File: src/rtl/controlador_sequenciador.sv
// SAP-1 controller-sequencer: one-hot T1..T6 ring clocked on the falling edge of CLK,
// with the control word decoded combinationally from the ring state and the IR opcode.
module controlador_sequenciador #(
    parameter logic [3:0] OP_LDA = 4'h0,
    parameter logic [3:0] OP_ADD = 4'h1,
    parameter logic [3:0] OP_SUB = 4'h2,
    parameter logic [3:0] OP_OUT = 4'hE,
    parameter logic [3:0] OP_HLT = 4'hF
) (
    input  logic       CLK,
    input  logic       CLR,
    input  logic [3:0] opcode,
    output logic       Cp,
    output logic       Ep,
    output logic       Lm,
    output logic       CE,
    output logic       Li,
    output logic       Ei,
    output logic       La,
    output logic       Ea,
    output logic       Su,
    output logic       Eu,
    output logic       Lb,
    output logic       Lo,
    output logic       HLT,
    output logic [5:0] estado
);

    localparam logic [5:0] T1 = 6'b000001;
    localparam logic [5:0] T2 = 6'b000010;
    localparam logic [5:0] T3 = 6'b000100;
    localparam logic [5:0] T4 = 6'b001000;
    localparam logic [5:0] T5 = 6'b010000;
    localparam logic [5:0] T6 = 6'b100000;

    logic [5:0] estado_q;
    logic       hlt_q;

    // Halt is taken on the edge that would leave T4, so the ring stays parked in T4.
    always_ff @(negedge CLK or posedge CLR) begin
        if (CLR) begin
            estado_q <= T1;
            hlt_q    <= 1'b0;
        end else if (!hlt_q) begin
            if (estado_q == T4 && opcode == OP_HLT) begin
                hlt_q <= 1'b1;
            end else begin
                estado_q <= {estado_q[4:0], estado_q[5]};
            end
        end
    end

    logic cp_d, ep_d, lm_d, ce_d, li_d, ei_d, la_d, ea_d, su_d, eu_d, lb_d, lo_d;
    logic is_mem_op;

    assign is_mem_op = (opcode == OP_LDA) || (opcode == OP_ADD) || (opcode == OP_SUB);

    always_comb begin
        cp_d = 1'b0;
        ep_d = 1'b0;
        lm_d = 1'b0;
        ce_d = 1'b0;
        li_d = 1'b0;
        ei_d = 1'b0;
        la_d = 1'b0;
        ea_d = 1'b0;
        su_d = 1'b0;
        eu_d = 1'b0;
        lb_d = 1'b0;
        lo_d = 1'b0;
        if (!CLR && !hlt_q) begin
            case (estado_q)
                T1: begin
                    ep_d = 1'b1;
                    lm_d = 1'b1;
                end
                T2: cp_d = 1'b1;
                T3: begin
                    ce_d = 1'b1;
                    li_d = 1'b1;
                end
                T4: begin
                    if (is_mem_op) begin
                        ei_d = 1'b1;
                        lm_d = 1'b1;
                    end else if (opcode == OP_OUT) begin
                        ea_d = 1'b1;
                        lo_d = 1'b1;
                    end
                end
                T5: begin
                    if (opcode == OP_LDA) begin
                        ce_d = 1'b1;
                        la_d = 1'b1;
                    end else if (opcode == OP_ADD || opcode == OP_SUB) begin
                        ce_d = 1'b1;
                        lb_d = 1'b1;
                    end
                end
                T6: begin
                    if (opcode == OP_ADD || opcode == OP_SUB) begin
                        eu_d = 1'b1;
                        la_d = 1'b1;
                        su_d = (opcode == OP_SUB);
                    end
                end
                default: ;
            endcase
        end
    end

    assign Cp     = cp_d;
    assign Ep     = ep_d;
    assign Lm     = lm_d;
    assign CE     = ce_d;
    assign Li     = li_d;
    assign Ei     = ei_d;
    assign La     = la_d;
    assign Ea     = ea_d;
    assign Su     = su_d;
    assign Eu     = eu_d;
    assign Lb     = lb_d;
    assign Lo     = lo_d;
    assign HLT    = hlt_q;
    assign estado = estado_q;

endmodule

File: config.mk
export PLATFORM = sky130hd
export DESIGN_NAME = controlador_sequenciador
export DESIGN_NICKNAME = d
export VERILOG_FILES = /design/src/rtl/controlador_sequenciador.sv
export SDC_FILE = /design/constraint.sdc
export NUM_CORES = 1
export LEC_CHECK = 0
export BUFFER_PORTS_ARGS = -buffer_cell sky130_fd_sc_hd__buf_4
export CAP_MARGIN = 5
export CELL_PAD_IN_SITES_DETAIL_PLACEMENT = 1
export CELL_PAD_IN_SITES_GLOBAL_PLACEMENT = 2
export CORE_ASPECT_RATIO = 1.4
export CORE_MARGIN = 5
export CORE_UTILIZATION = 25
export DETAILED_ROUTE_END_ITERATION = 10
export PLACE_DENSITY = 0.84
export SYNTH_ARGS = -nofsm -noshare
export SYNTH_HDL_FRONTEND = slang
export SYNTH_SLANG_ARGS = --single-unit
File: constraint.sdc
create_clock -name CLK -period 2.8 [get_ports CLK]
set_clock_uncertainty 0.05 [all_clocks]
set_input_delay 0 -clock CLK [delete_from_list [all_inputs] [get_ports CLK]]
set_output_delay 0 -clock CLK [all_outputs]
set_load 0.01 [all_outputs]
[Word level (Yosys, flattened, before mapping)]
Index checks and enable logic that the tools add are counted.
Word-level totals
  bits in registers: 7
  bits of input ports: 6
  output and inout port bits: 19
  logic and storage cells: 55
Cells by class
  equality and inequality tests: 10
  mux-type cells: 32
  bitwise operators: 2
  reduce and logical (&&, ||, !) cells: 9
Operators with widths (number)
  two-way mux 1 bit: 29
  == test 4 bit, second input constant: 2
  == test 6 x 1 -> 1 bit, second input constant: 1
  == test 6 x 2 -> 1 bit, second input constant: 1
  == test 6 x 3 -> 1 bit, second input constant: 1
  == test 6 x 4 -> 1 bit, second input constant: 1
  == test 6 x 5 -> 1 bit, second input constant: 1
  == test 6 bit, second input constant: 1
  case mux 1 bit (2 select lines): 3
  == test 4 x 1 -> 1 bit, second input constant: 1
  == test 4 x 2 -> 1 bit, second input constant: 1
  logical NOT 4 bit: 1
  logical OR 1 bit: 3
  logical AND 1 bit: 2
  logical NOT 1 bit: 2
  inverter 1 bit: 2
  AND reduction 2 bit: 1

[Depth between registers and ports, before layout]
Gate-level depths: netlist (run 1).
  word-level depth: 6
  mapped depth: 4
  mapped depth without buffers: 3

==> results of run 1 <==
-- Yosys cell counts --
library cell  number  area [um^2]
mux2i_1            1         10.0
mux2_2             4         45.0
or2b_1             1         7.51
a21oi_2            1         8.76
or4_4              1         11.3
dfstp_2            1         26.3
nor2_1             5         18.8
or3_4              1         11.3
and3_1             1         6.26
nor4_2             1         12.5
a21oi_1            1         5.00
nand3_1            1         5.00
a41o_1             2         20.0
dfrtn_1            6          150
inv_1              3         11.3
clkbuf_1           1         3.75
nor2b_1            1         6.26
nor4bb_1           1         10.0
nor4_1             1         6.26
buf_4              1         7.51
nor4b_1            1         8.76
a31oi_1            2         12.5
nand2_1            4         15.0
nor3_1             5         25.0
or3_1              2         12.5
nand4b_1           1         8.76
xnor2_1            1         8.76
o21ai_0            1         5.00
nand2b_1           2         12.5
-- area by class of cell --
type / count / area share [%]
clock inverter: 1 / 0.369
timing repair buffer: 43 / 34.6
tap: 21 / 2.58
clock buffer: 4 / 2.58
inverter: 2 / 0.983
sequential: 7 / 17.3
multi-input combinational: 42 / 41.5
-- layout by cell type (no fill, tap or decap) --
cell type and count:
buf_4 35, buf_6 8, dfrtn_1 6, mux2_2 4, nand2_1 3, clkbuf_4 3, or3_4 2, nor4_4 2
a41o_1 2, a31oi_1 2, inv_1 2, nor2_4 2, nor3_4 2, nand2b_1 2, nor3_1 2, a21oi_2 2
nor2_2 2, mux2i_1 1, inv_4 1, o21ai_0 1, nand3_4 1, xnor2_1 1, or2b_1 1, nor3_2 1
and3_4 1, or3_1 1, or4_4 1, nor2_1 1, nand4b_1 1, nand2_2 1, nor4b_4 1, nor2b_1 1
nor4bb_4 1, clkbuf_1 1, dfstp_2 1
-- flip-flops by register name, summed over array words and instances, names as in the netlist --
signal and count:
HLT 1, estado 6
-- cell families after synthesis --
family,count (synthesis)
buffers and inverters,5
AO/OA/AOI/OAI,7
flip-flops,7
AND/OR/NAND/NOR,29
XOR/XNOR,1
multiplexers,5
-- worst paths after layout --
check / start / endpoint / cells past startpoint
worst max-delay path: estado[4] / Lm / 4
worst min register to register: estado[0] / estado[0] / 2
worst max register to register: estado[4] / estado[4] / 7
max in group asynchronous: CLR / estado[0] / 2
worst min-delay path: opcode[2] / Su / 5
min in group asynchronous: CLR / estado[4] / 2
-- worst reg2reg max path: cells and delay by family, from the launching register on --
kind,cells,cell delay [ns]
flip-flops,1,0.35
AO/OA/AOI/OAI,1,0.08
AND/OR/NAND/NOR,2,0.54
buffers and inverters,4,0.51
-- layer usage --
layer | wire length, um | track usage [%] | vias up
li1 | - | - | 291
met1 | 742 | 14.2 | 295
met2 | 1240 | 28.2 | 16
met3 | 92 | 3.17 | 4
met4 | 37 | 6.57 | 0
met5 | 0 | 0 | -
-- power by group through the flow --
stage | Sequential, uW | Clock [uW] | Combinational, uW
4_1_cts | 188 | 101 | 509
6_report | 195 | 99.1 | 611
3_3_place_gp | 180 | 4.47 | 405
5_1_grt | 202 | 110 | 661
2_1_floorplan | 212 | 4.47 | 186
3_5_place_dp | 184 | 4.47 | 414
-- through the flow --
step | hold WS (ns) | instance area, um^2 | std cells | setup slack, ns | setup TNS, ns
after floorplan | 0.0832 | 505 | 54 | -0.106 | -0.469
after global placement | 0.368 | 761 | 105 | -0.0553 | -0.188
after detailed placement | 0.371 | 761 | 105 | -0.0684 | -0.317
after CTS | 0.373 | 910 | 115 | -0.335 | -2.42
after global routing | 0.400 | 1020 | 120 | -0.407 | -3.36
final | 0.380 | 1020 | 120 | -0.329 | -2.41
-- what timing repair did --
item | CTS | global route
pin swaps | 7 | 7
setup endpoints to repair | 12 | 12
buffers inserted | 6 | 5
resized for setup | 17 | 14
==> flow_metrics.env, run 1 <==
export IMPL_grt_pass1_vias=720
export IMPL_synth_seq_cells=7
export IMPL_p_clk_share_pct=11.0
export IMPL_report_final_slew_viol_count=0
export IMPL_htreeDepth=1
export IMPL_first_pass_iters=3
export IMPL_row_count=19
export IMPL_power_static_leakage_uw=0.000462
export IMPL_grt_overflow=0
export IMPL_cts_tree="yes"
export IMPL_multiInputGateArea_um2=423
export IMPL_synthAdderAreaFrac_pct=0
export IMPL_drc=0
export IMPL_setup_ws_ns=-0.329
export IMPL_port_buffers=24
export IMPL_combPwrFrac_pct=67.5
export IMPL_synth_seq_area_share_pct=35.9
export IMPL_postRouteAntennaNets=0
export IMPL_synth_cells=54
export IMPL_max_stage_delay_ns=0.45
export IMPL_hpwlAfterDp_um=1360
export IMPL_startpoint_type="flip-flop"
export IMPL_fin_nets=106
export IMPL_via_per_inst=5.05
export IMPL_postLayoutCoreUtil_pct=52.9
export IMPL_synth_xor_area_share_pct=1.78
export IMPL_fill_cells=216
export IMPL_syn_area_um2=492
export IMPL_synth_distinct_cells=29
export IMPL_start_util_pct=25.5
export IMPL_synth_compound_area_share_pct=10.4
export IMPL_clk_latency_ns=0.32
export IMPL_cpMaxStageDelayCell="or4_4"
export IMPL_cts_buffers=3
export IMPL_synth_fp_nets=60
export IMPL_required_ns=2.75
export IMPL_gp_congestion=0.716
export IMPL_worst_endpoint_arrival_ns=3.08
export IMPL_area_growth_pct=107
export IMPL_grt_max_degree=12
export IMPL_hp_class="in2out"
export IMPL_clkSinkCount=7
export IMPL_cp_cell_sequence="or3_4 -> or4_4 -> a21oi_2 -> buf_4"
export IMPL_cts_path_max_buffers=2
export IMPL_grt_util_all_layers_pct=15.1
export IMPL_cp_max_fo=3
export IMPL_rsz0062_at_grt="yes"
export IMPL_clkTransAtPathRegs_ns=0.05
export IMPL_power_switching_uw=375
export IMPL_swShare_pct=41.4
export IMPL_worst_pin_slew_ns=0.358
export IMPL_coreArea_um2=1930
export IMPL_root_buffer="clkbuf_4"
export IMPL_drive_gt1_share_pct=71.7
export IMPL_cts_hold_buf=0
export IMPL_num_vias=606
export IMPL_n_antenna_cell=0
export IMPL_synth_top_family_by_area="simple AND/OR/NAND/NOR gates"
export IMPL_first_iter_violations=4
export IMPL_grt_pass1_wl_um=3250
export IMPL_synthSimpleGateAreaFrac_pct=36.1
export IMPL_internal_power_uw=530
export IMPL_wl_um=2120
export IMPL_wl_per_cell_um=17.6
export IMPL_slew_headroom_pct=76.2
export IMPL_worst_ir_drop_vdd_mv=0.448
export IMPL_endpoint_kind="output pin"
export IMPL_postSynthAreaPerCell_um2=9.11
export IMPL_powerDensity_nw_per_um2=888
export IMPL_yosys_warnings=0
export IMPL_antenna_found_initial=0
export IMPL_status="finished with violations"
export IMPL_critPathKind="reg2out"
export IMPL_cap_violations=0
export IMPL_hold_violations=0
export IMPL_die_x_um=47.5
export IMPL_regArea_um2=176
export IMPL_pwr_share_seq_pct=21.5
export IMPL_die_height_um=62.5
export IMPL_violations="setup timing"
export IMPL_r2r_slack_ns=1.12
export IMPL_pin_count=25
export IMPL_setup_viol_count_final=12
export IMPL_die_area_um2=2970
export IMPL_cp_top_family="simple AND/OR/NAND/NOR gates"
export IMPL_synth_mux_area_share_pct=11.2
export IMPL_total_power_uw=905
export IMPL_worst_path_buf_inv=1
(Power assumes the default switching activity.)
==> run 2, diff against run 1 <==
CORE_UTILIZATION = 23   (was 25)
PLACE_DENSITY = 0.79   (was 0.84)
RECOVER_POWER = 25   (was unset)
clock period = 3.46 ns   (was 2.8 ns; I/O delays follow)
==> run 2 against run 1 <==
First-iteration DRC count rose by 100%. Power decreased by 37%. Highest routed layer unchanged. Critical path type unchanged. Sequential cell count unchanged. The flow still finishes with violations (setup timing). Cell area is 19% lower.
==> flow_metrics.env, run 2 (synthesized netlist as in run 1, its figures left out) <==
export IMPL_grt_busiest_layer="met2"
export IMPL_n_antenna_cell=0
export IMPL_root_buffer="clkbuf_4"
export IMPL_clkTransAtPathRegs_ns=0.04
export IMPL_status="finished with violations"
export IMPL_htreeDepth=1
export IMPL_gp_congestion=0.754
export IMPL_rsz0062_at_grt="yes"
export IMPL_largest_reg_flops=6
export IMPL_cts_tree="yes"
export IMPL_grt_util_all_layers_pct=10.4
export IMPL_worst_endpoint_arrival_ns=3.43
export IMPL_total_power_uw=571
export IMPL_startpoint_type="flip-flop"
export IMPL_cap_violations=0
export IMPL_area_growth_pct=68.4
export IMPL_worst_pin_slew_ns=0.330
export IMPL_final_cell_mix="buf_4 (32), dfrtn_1 (6), nor2_1 (5)"
export IMPL_required_ns=3.41
export IMPL_die_height_um=64.7
export IMPL_row_count=19
export IMPL_drive_gt1_share_pct=56.7
export IMPL_start_util_pct=24.6
export IMPL_cts_buffers=3
export IMPL_power_switching_uw=224
export IMPL_grt_use_met3_pct=5.05
export IMPL_violations="setup timing"
export IMPL_final_cells=111
export IMPL_pin_count=25
export IMPL_place_inst=102
export IMPL_grt_pass1_wl_um=2600
export IMPL_first_iter_violations=8
export IMPL_hp_class="in2out"
export IMPL_grt_overflow=0
export IMPL_hold_violations=0
export IMPL_combPwrFrac_pct=61.7
export IMPL_first_pass_iters=4
export IMPL_p_clk_share_pct=12.7
export IMPL_via_per_inst=4.98
export IMPL_power_static_leakage_uw=0.000402
export IMPL_fin_nets=97
export IMPL_hpwlAfterDp_um=1310
export IMPL_wl_per_cell_um=14.6
export IMPL_powerDensity_nw_per_um2=690
export IMPL_worst_ir_drop_vdd_mv=0.337
export IMPL_coreArea_um2=2000
export IMPL_clkSinkCount=7
export IMPL_grt_max_degree=12
export IMPL_fill_cells=260
export IMPL_drc=0
export IMPL_die_x_um=49.1
export IMPL_grt_pass1_vias=559
export IMPL_report_final_slew_viol_count=0
export IMPL_slew_headroom_pct=77.7
export IMPL_internal_power_uw=347
export IMPL_port_buffers=24
export IMPL_final_common_cell="buf_4"
export IMPL_antenna_found_initial=0
export IMPL_setup_ws_ns=-0.0230
export IMPL_cts_hold_buf=0
export IMPL_clk_latency_ns=0.30
export IMPL_wl_um=1620
export IMPL_pwr_share_seq_pct=25.7
export IMPL_gr_usage_met2_pct=18.5
export IMPL_num_vias=553
export IMPL_cts_path_max_buffers=2
export IMPL_setup_viol_count_final=3
export IMPL_postRouteAntennaNets=0
export IMPL_critPathKind="reg2out"
export IMPL_cp_max_fo=3
export IMPL_tns_ns=-0.0329
export IMPL_swShare_pct=39.3
export IMPL_endpoint_kind="output pin"
export IMPL_use_met1_pct=9.87
export IMPL_die_area_um2=3180
==> run 2: final cells by class <==
cell class	instances	area [um^2]	area share (%)
inverter	2	7.51	0.906
sequential	7	176	21.3
timing repair buffer	34	255	30.8
clock buffer	3	22.5	2.72
clock inverter	2	7.51	0.906
tap	21	26.3	3.17
multi-input combinational	42	333	40.2
==> run 2: metrics by stage <==
step / area [um^2] / worst slack [ns] / util [%] / hold WS, ns
after floorplan: 492 / 0.210 / - / 0.0832
after global placement: 724 / 0.206 / 36.3 / 0.351
after detailed placement: 724 / 0.180 / 36.3 / 0.357
after CTS: 781 / -0.0123 / 39.1 / 0.358
after global routing: 828 / -0.109 / 41.5 / 0.387
final: 828 / -0.0230 / 41.5 / 0.362
==> run 2: power by group through the flow <==
stage	Clock, uW	Combinational, uW	Sequential [uW]
detailed placement	3.62	293	151
CTS	76.8	331	142
global route	85.5	380	151
finish	72.3	353	147
global placement	3.62	290	149
floorplan	3.62	141	168
==> run 2: worst max-delay path, stage by stage, from the launching register on <==
cell and delay [ns]:
dfrtn_1 0.35, or3_4 0.40, or4_4 0.44, a21oi_2 0.12, buf_4 0.13
==> run 2: per-layer routing <==
layer | up-vias | wire length [um]
met5 | - | 0
met4 | 0 | 36
met3 | 4 | 126
met2 | 19 | 865
met1 | 259 | 587
li1 | 271 | -
==> run 2: path summary, 6_finish.rpt <==
kind,startpoint,end,slack (ns),depth (start not counted)
worst min-delay path,opcode[0],La,0.36,4
max in group asynchronous,CLR,estado[0],1.72,2
worst max-delay path,estado[2],Lm,-0.02,4
worst min register to register,estado[0],estado[0],0.53,2
min in group asynchronous,CLR,HLT,1.30,2
worst max register to register,estado[2],estado[4],1.98,4
==> run 2: timing repair <==
| action | CTS | global route |
|---|---|---|
| buffers inserted | 4 | 1 |
| setup endpoints to repair | 5 | 10 |
| resized for setup | 0 | 8 |
| pin swaps | 2 | 3 |
==> run 3, diff against run 2 <==
CORE_ASPECT_RATIO = unset   (was 1.4)
PLACE_DENSITY = 0.78   (was 0.79)
==> run 3 against run 2 <==
The flow still finishes with violations (setup timing). Global-route usage increased by 0.63 points. Final cell count rose by 4.5%. Hold slack better by 0.0067 ns. First-iteration DRC count down 75%. Critical path depth is the same. Critical endpoint unchanged. Largest cell class unchanged.
==> flow_metrics.env, run 3 (synthesized netlist as in run 1, its figures left out) <==
export IMPL_postRouteAntennaNets=0
export IMPL_die_x_um=56.2
export IMPL_cts_hold_buf=0
export IMPL_root_buffer="clkbuf_4"
export IMPL_first_pass_iters=2
export IMPL_final_cells=116
export IMPL_pin_count=25
export IMPL_r2r_slack_ns=2.06
export IMPL_slew_headroom_pct=81.2
export IMPL_power_static_leakage_uw=0.000394
export IMPL_via_per_inst=4.71
export IMPL_die_height_um=56.2
export IMPL_n_antenna_cell=0
export IMPL_cap_violations=0
export IMPL_hold_violations=0
export IMPL_fill_cells=250
export IMPL_clkTransAtPathRegs_ns=0.04
export IMPL_start_util_pct=24.6
export IMPL_wl_um=1600
export IMPL_drive_gt1_share_pct=57.3
export IMPL_status="finished with violations"
export IMPL_row_count=16
export IMPL_final_cell_mix="buf_4 (31), dfrtn_1 (6), nor2_1 (5)"
export IMPL_hp_class="in2out"
export IMPL_clkSinkCount=7
export IMPL_required_ns=3.41
export IMPL_worst_pin_slew_ns=0.280
export IMPL_coreArea_um2=2000
export IMPL_gp_congestion=0.727
export IMPL_report_final_slew_viol_count=0
export IMPL_hpwlAfterDp_um=1310
export IMPL_grt_pass1_vias=543
export IMPL_worst_endpoint_arrival_ns=3.42
export IMPL_antenna_found_initial=0
export IMPL_endpoint_kind="output pin"
export IMPL_cts_path_max_buffers=2
export IMPL_critPathKind="reg2out"
export IMPL_grt_overflow=0
export IMPL_htreeDepth=1
export IMPL_rsz0062_at_grt="yes"
export IMPL_cts_tree="yes"
export IMPL_place_inst=108
export IMPL_clk_latency_ns=0.30
export IMPL_violations="setup timing"
export IMPL_final_common_cell="buf_4"
export IMPL_first_iter_violations=2
export IMPL_grt_util_all_layers_pct=11.0
export IMPL_total_power_uw=548
export IMPL_startpoint_type="flip-flop"
export IMPL_pre_cts_ws_ns=0.215
export IMPL_setup_viol_count_final=1
export IMPL_die_area_um2=3160
export IMPL_cts_buffers=3
export IMPL_port_buffers=24
export IMPL_tns_ns=-0.00529
export IMPL_worst_ir_drop_vdd_mv=0.406
export IMPL_num_vias=546
export IMPL_cp_max_fo=3
export IMPL_setup_ws_ns=-0.00529
export IMPL_wl_per_cell_um=13.8
export IMPL_fin_nets=96
export IMPL_grt_max_degree=12
export IMPL_grt_pass1_wl_um=2790
export IMPL_largest_reg_flops=6
export IMPL_area_growth_pct=68.7
export IMPL_drc=0
export IMPL_postLayoutCoreUtil_pct=41.4
export IMPL_powerDensity_nw_per_um2=660
[run 3: cell types whose count changed in the layout (fill, tap and decap cells not counted), sizes merged]
cell and delta:
buf -1
[run 3: cell type report]
cell class	instances	area, um^2	share of cell area, %
inverters	2	7.51	0.905
well taps	27	33.8	4.07
flip-flops and latches	7	176	21.3
clock buffers	3	22.5	2.71
repair buffers	33	248	29.9
clock inverters	2	7.51	0.905
multi-input cells	42	334	40.3
[run 3: worst paths after layout]
check                                from        end  cells past startpoint
max in group asynchronous             CLR  estado[0]                      2
worst min register to register  estado[0]  estado[0]                      2
worst max register to register  estado[2]  estado[4]                      4
worst max-delay path            estado[2]         Lm                      4
min in group asynchronous             CLR  estado[5]                      2
worst min-delay path            opcode[0]         La                      4
[run 3: stage by stage]
| step | hold WS (ns) | area (um^2) |
|---|---|---|
| final | 0.368 | 830 |
| after global routing | 0.399 | 830 |
| after CTS | 0.362 | 776 |
| after detailed placement | 0.356 | 732 |
| after global placement | 0.351 | 732 |
| after floorplan | 0.0832 | 492 |
[run 3: worst max-delay path: stages, from the launching register on]
cell and delay [ns]:
dfrtn_1 0.34, or3_4 0.40, or4_4 0.44, a21oi_2 0.12, buf_4 0.13
[run 3: repair_timing]
action / CTS / global route
setup endpoints to repair: 5 / 7
pin swaps: 1 / 3
buffers inserted: 1 / 3
resized for setup: 2 / 7
cloned: 0 / 0
[run 3: metal layers]
metal / global-route usage, % / vias to the layer above / wire, um
li1: - / 271 / -
met1: 14.7 / 261 / 771
met2: 16.7 / 14 / 733
met3: 4.41 / 0 / 97
met4: 2.03 / 0 / 0
met5: 0 / - / 0
[run 3: where the power goes]
group	switching (uW)	internal [uW]
sequential	29.1	116
clock	30.6	42.4
combinational	157	173
total	217	331
